$ cat config.mk
export PLATFORM = sky130hd
export DESIGN_NAME = uart_rx_vote_sampler
export DESIGN_NICKNAME = d
export VERILOG_FILES = /design/src/rtl/uart_rx_vote_sampler.sv
export SDC_FILE = /design/constraint.sdc
export NUM_CORES = 1
export LEC_CHECK = 0
export ABC_AREA = 1
export CORE_MARGIN = 4
export CORE_UTILIZATION = 59
export CTS_CLUSTER_DIAMETER = 200
export DETAILED_ROUTE_END_ITERATION = 6
export PLACE_DENSITY_LB_ADDON = 0.3
export SETUP_SLACK_MARGIN = 0.02
export SLEW_MARGIN = 20
export SYNTH_ARGS = -nofsm -noshare
export SYNTH_HDL_FRONTEND = slang
export SYNTH_SLANG_ARGS = --single-unit
$ cat constraint.sdc
create_clock -name CLK -period 1.8 [get_ports CLK]
set_input_delay 0.36 -clock CLK [delete_from_list [all_inputs] [get_ports CLK]]
set_output_delay 0.36 -clock CLK [all_outputs]
set_load 0.05 [all_outputs]
$ cat src/rtl/uart_rx_vote_sampler.sv
// uart_rx_vote_sampler: majority-vote UART bit sampler over an odd window centred on the bit mid-point.
module uart_rx_vote_sampler #(
  parameter int PRESCALE_W  = 6,
  parameter int NSAMP       = 3,
  parameter int SYNC_STAGES = 2
) (
  input  logic                  CLK,
  input  logic                  RST,
  input  logic [PRESCALE_W-1:0] Prescale,
  input  logic                  dat_samp_en,
  input  logic [PRESCALE_W-1:0] edge_cnt,
  input  logic                  RX_IN,
  output logic                  sampled_bit,
  output logic                  sample_valid,
  output logic                  noise_err,
  output logic                  cfg_err
);
  localparam int W = PRESCALE_W + 1;
  localparam int H = (NSAMP - 1) / 2;
  logic rx_s;
  generate
    if (SYNC_STAGES == 0) begin : g_nosync
      assign rx_s = RX_IN;
    end else begin : g_sync
      logic [SYNC_STAGES-1:0] sync_q;
      always_ff @(posedge CLK or negedge RST)
        if (!RST) sync_q <= '1;
        else      sync_q <= SYNC_STAGES'({sync_q, RX_IN});
      assign rx_s = sync_q[SYNC_STAGES-1];
    end
  endgenerate
  logic [W-1:0] mid, first, last, decide, ec, pm1, slot;
  assign mid    = {1'b0, Prescale} >> 1;
  assign first  = mid - W'(H);
  assign last   = mid + W'(H);
  assign decide = last + W'(1);
  assign ec     = {1'b0, edge_cnt};
  assign pm1    = {1'b0, Prescale} - W'(1);
  assign slot   = ec - first;
  logic in_win, cfg_d, cfg_q;
  assign in_win = (ec >= first) && (ec <= last);
  assign cfg_d  = Prescale[0] | (mid < W'(H)) | (decide > pm1) | ({1'b0, Prescale} < W'(4));
  logic [NSAMP-1:0] votes_q, votes_d;
  logic [7:0]       cnt_q, cnt_d;
  logic [3:0]       pc;
  logic             bit_q, bit_d, noise_q, noise_d, valid_q, valid_d;
  always_comb begin
    votes_d = votes_q;
    cnt_d   = cnt_q;
    bit_d   = bit_q;
    noise_d = noise_q;
    valid_d = 1'b0;
    pc      = '0;
    for (int k = 0; k < NSAMP; k++) pc = pc + 4'(votes_q[k]);
    if (!dat_samp_en) begin
      votes_d = '0;
      cnt_d   = '0;
    end else if (!cfg_q && in_win) begin
      for (int k = 0; k < NSAMP; k++) votes_d[k] = (slot == W'(k)) ? rx_s : votes_q[k];
      cnt_d = cnt_q + 8'd1;
    end else if (!cfg_q && ec == decide) begin
      // A disturbed window (count mismatch) drops the bit silently
      cnt_d = '0;
      if (cnt_q == 8'(NSAMP)) begin
        valid_d = 1'b1;
        bit_d   = pc > 4'(H);
        noise_d = (pc != 4'd0) && (pc != 4'(NSAMP));
      end
    end
  end
  always_ff @(posedge CLK or negedge RST)
    if (!RST) begin
      votes_q <= '0;
      cnt_q   <= '0;
      bit_q   <= 1'b0;
      noise_q <= 1'b0;
      valid_q <= 1'b0;
      cfg_q   <= 1'b0;
    end else begin
      votes_q <= votes_d;
      cnt_q   <= cnt_d;
      bit_q   <= bit_d;
      noise_q <= noise_d;
      valid_q <= valid_d;
      cfg_q   <= cfg_d;
    end
  assign sampled_bit  = bit_q;
  assign sample_valid = valid_q;
  assign noise_err    = noise_q;
  assign cfg_err      = cfg_q;
endmodule

==> results.tsv, run 1 <==
metric	value	unit
synth_top_family_by_area	simple AND/OR/NAND/NOR gates	
fp.dieW	68.8	µm
rows	21	
yosysWarnings	0	
htree_levels	1	
synth_area_leaders	dfrtp_1 17%, ha_1 16%, nand2_1 13%	
ys_seq_area_share	19.6	%
synth-async-reset-ratio	100	%
error_line	[ERROR DPL-0038] Utilization greater than 100%, impossible to legalize	
clock_path_buffers	2	
clkSinkCount	17	
gp_congestion	0.903	
synth_top_area_share	17.2	%
io_pins	20	
worst_endpoint_kind	register data pin	
dp_cells	424	
failed_stage	global routing (5_1_grt)	
status	did not finish	
syn_nets	350	
die_h	68.8	µm
ys.flop_type	dfrtp_1	
cts-root-buf	clkbuf_8	
synth_edf_count	0	
synth_cell_type_count	35	
io_buffer_count	19	
grt-worst-endpoint	votes_q[0]$_DFFE_PN0P_/D	
avgSynthCellArea	7.14	µm²
muxShareOfSynthArea	0	%
netlist_instances	305	
yosys.area_share.xor_xnor	4.82	%
start_util	63.3	%
dp_hpwl	4.87	mm
synth-adder-area-share	17.3	%
synth-compound-area-share	6.95	%
yosys.area_share.simple	41.2	%
grt_max_degree	18	
synth_top_cell_by_area	dfrtp_1	
numCtsBuffers	3	
ys_ff_latch	17	
syn_area	2180	µm²
[cell families after synthesis]
group                      after synthesis
other                                    1
DFF                                     17
buffers and inverters                   55
and+or+nand+nor                        167
adders and majority gates               29
AOI/OAI and AO/OA                       24
xor gates and xnor gates                12
[Yosys cell counts, types with 2 or more instances]
master and number:
nand2_1 75, fa_1 2, nor2_2 3, nand3_1 28
nor2_4 4, dfstp_2 2, inv_1 47, nand3_2 3
nor2_1 13, nand2_4 3, nand2_2 12, o21ai_0 6
dfrtp_1 15, nand3b_1 2, xnor2_1 3, nor2_8 3
nand4_1 14, a21oi_1 9, inv_2 6, xor2_1 9
ha_1 27, o21ai_2 6
[metrics by stage]
step           hold slack [ps]  instance area (µm²)  utilization, %  TNS, ps  setup WS (ps)
4_1_cts                    358                 3290            95.6    -5370           -409
2_1_floorplan             64.4                 2350               -    -4280           -338
3_5_place_dp               349                 2980            86.6   -16080          -1140
3_3_place_gp               346                 2980            86.6   -14480          -1000
[timing repair]
| action | in CTS |
|---|---|
| hold buffers | 0 |
| pin swaps | 43 |
| gates resized for setup | 60 |
| setup endpoints to repair | 15 |
| buffers inserted | 12 |
==> run 2, diff against run 1 <==
--- a/config.mk
+++ b/config.mk
@@ -7,11 +7,9 @@
 export LEC_CHECK = 0
 export ABC_AREA = 1
 export CORE_MARGIN = 4
-export CORE_UTILIZATION = 59
-export CTS_CLUSTER_DIAMETER = 200
+export CORE_UTILIZATION = 40
 export DETAILED_ROUTE_END_ITERATION = 6
-export PLACE_DENSITY_LB_ADDON = 0.3
-export SETUP_SLACK_MARGIN = 0.02
+export PLACE_DENSITY_LB_ADDON = 0.15
 export SLEW_MARGIN = 20
 export SYNTH_ARGS = -nofsm -noshare
 export SYNTH_HDL_FRONTEND = slang
==> run 2 against run 1 <==
The flow now finishes, with violations (setup timing). Synthesized area stayed put. Synthesized cell count stayed put.
==> results.tsv, run 2 <==
metric	value	unit	change
status	complete, but fails checks		
violations	setup timing		
p_leak	0.00170	µW	
switching_share	37.0	%	
grt_first_pass_wirelength	9.23	mm	
die_h	81.8	µm	+19%
ys_ff_latch	17		unchanged
critPathBufInv	5		
io_buffer_count	19		unchanged
antenna_found_initial	0		
layout_commonest_cell	nand2_1		
reg2reg_setup_slack	300	ps	
min_period	2070	ps	
clkPwrFrac	20.8	%	
r2r_end	cnt_q[3]$_DFFE_PN0P_		
end_kind	register		
area_growth	51.2	%	
crit_start	Prescale[3]		
drv_cap	0		
antenna_cells	0		
cpPeakStageDelay	290	ps	
syn_area	2180	µm²	unchanged
combPwrFrac	51.2	%	
path_class	in2reg		
numCtsBuffers	3		unchanged
hold_path_class	reg2reg		
vias	2198		
skew	3.29	ps	
slowest_stage	ha_4		
setup_slack	-273	ps	
critPathMaxFanout	6		
internal-power	885	µW	
multi_input_comb_area	1810	µm²	
wl_per_cell	12.1	µm	
grt_pass1_vias	2125		
dp_cells	445		+5.0%
critPathLaunchType	input port		
regMostFlops	cnt_q		
grt_max_degree	18		
wl_met1	2.67	mm	
critPathTopFamily	simple AND/OR/NAND/NOR gates		
drc	0		
fp.dieW	81.8	µm	+19%
synth_top_cell_by_area	dfrtp_1		
grt_usage	17.7	%	
core_area	5200	µm²	
rsz0062_at_grt	yes		
yosysMostFrequentCell	nand2_1		
final_cell_mix	65 x nand2_1, 59 x buf_4, 39 x inv_1		
vdd_drop_max	276	µV	
drv_slew	0		
clock_path_buffers	2		unchanged
cts_tree	built		
path_cells	buf_4 > buf_6 > nor2_4 > nand2_1 > xor2_2 > ha_4 > nand2_1 > inv_1 > nand4_1 > nor2_4 > nor2_8 > nor2_8 > buf_12 > nand4_1 > nand2_1 > inv_1		
drt_iter0_markers	69		
post_layout_nonfiller_instances	455		
first_pass_iters	4		
yosysWarnings	0		unchanged
cp_common_cell	nand2_1		
drive_gt1_share	42.1	%	
arrival	2230	ps	
synth-async-reset-ratio	100	%	unchanged
routed_wl	5.51	mm	
synth_cell_type_count	35		unchanged
reg2reg_from	cfg_err$_DFF_PN0_		
synth_common_cells	75 x nand2_1, 47 x inv_1, 28 x nand3_1		
highest-signal-layer	met4		
path_depth	16		
holdCritStartpoint	g_sync.sync_q[0]$_DFF_PN1_		
gp_congestion	0.829		-8.2%
required	1960	ps	
p_sw	521	µW	
start_util	41.9	%	-21 points
antenna_left	0		
ys.flop_type	dfrtp_1		
power.density	427	nW/µm²	
biggestRegsByFlops	cnt_q x8, votes_q x3, g_sync.sync_q x2		
r2r_cells	10		
num-fill-cells	465		
wl_met2	2.53	mm	
setup_viol	15		
synth_area_leaders	dfrtp_1 17%, ha_1 16%, nand2_1 13%		
p_total	1410	µW	
clkSinkCount	17		unchanged
clk_latency	260	ps	
htree_levels	1		unchanged
grt-ovfl-total	0		
clk_pin_slew_worst_paths	70	ps	
final_util	63.3	%	
routed_via_density	4.83		
syn_nets	350		unchanged
crit_end	votes_q[0]$_DFFE_PN0P_		
ys_seq_area_share	19.6	%	unchanged
period_share	115	%	
dieArea	6690	µm²	
ff_latch_area	428	µm²	
synth_edf_count	0		unchanged
hold_viol_final	0		
io_pins	20		unchanged
fin_nets	431		
synth_top_area_share	17.2	%	unchanged
whs	360	ps	
dr_wl_met3	190	µm	
avgSynthCellArea	7.14	µm²	unchanged
cts-root-buf	clkbuf_8		
dp_hpwl	4.48	mm	-8.1%
largest_register_ffs	8		
seqPwrFrac	28.0	%	
rows	26		+24%
netlist_instances	305		unchanged
timing.fmax	482	MHz	
-- run 2: cell counts after synthesis --
Identical to the previous run, type by type.
-- run 2: through the flow --
stage	instance area, µm²	worst slack [ps]	setup TNS (ps)
finish	3290	-273	-3180
global route	3290	-424	-5370
CTS	3150	-352	-4380
detailed placement	3000	-1070	-15420
global placement	3000	-1020	-14730
floorplan	2350	-338	-4280
-- run 2: what timing repair did --
item	in CTS	in global routing
pin swaps	32	27
setup endpoints to repair	15	15
buffers inserted	6	2
hold buffers	0	0
cloned	0	0
resized for setup	34	44
-- run 2: worst min path at each step --
stage                                             to  cells after the start
after global routing      g_sync.sync_q[1]$_DFF_PN1_                      0
after floorplan                    cfg_err$_DFF_PN0_                      0
after global placement    g_sync.sync_q[1]$_DFF_PN1_                      0
final                     g_sync.sync_q[1]$_DFF_PN1_                      0
after CTS                 g_sync.sync_q[1]$_DFF_PN1_                      0
after detailed placement  g_sync.sync_q[1]$_DFF_PN1_                      0
-- run 2: power by group through the flow --
stage / Sequential (µW) / Clock [µW] / Combinational (µW)
floorplan: 406 / 0 / 386
global placement: 400 / 0 / 627
detailed placement: 400 / 0 / 636
CTS: 393 / 305 / 667
global route: 394 / 314 / 801
finish: 394 / 292 / 720
-- run 2: layout make-up --
class                      count  share of cell area (%)
clock buffer                   4                    1.37
timing repair buffer          78                    20.7
sequential                    17                    13.0
multi-input combinational    233                    55.1
tap                           70                    2.66
inverter                      53                    7.18
-- run 2: layer usage --
layer | up-vias | track usage [%]
li1 | 1144 | -
met1 | 1009 | 24.9
met2 | 36 | 27.9
met3 | 9 | 2.41
met4 | 0 | 5.65
met5 | - | 0
-- run 2: cell families after synthesis --
| kind of cell | after synthesis | share of synthesized area [%] |
|---|---|---|
| buf+inv | 55 | 9.88 |
| compound gates | 24 | 6.95 |
| xor+xnor | 12 | 4.83 |
| flops | 17 | 19.6 |
| fa+ha+maj | 29 | 17.3 |
| other cells | 1 | 0.172 |
| simple gates | 167 | 41.2 |
No activity file was read; power rests on OpenSTA's default activity.
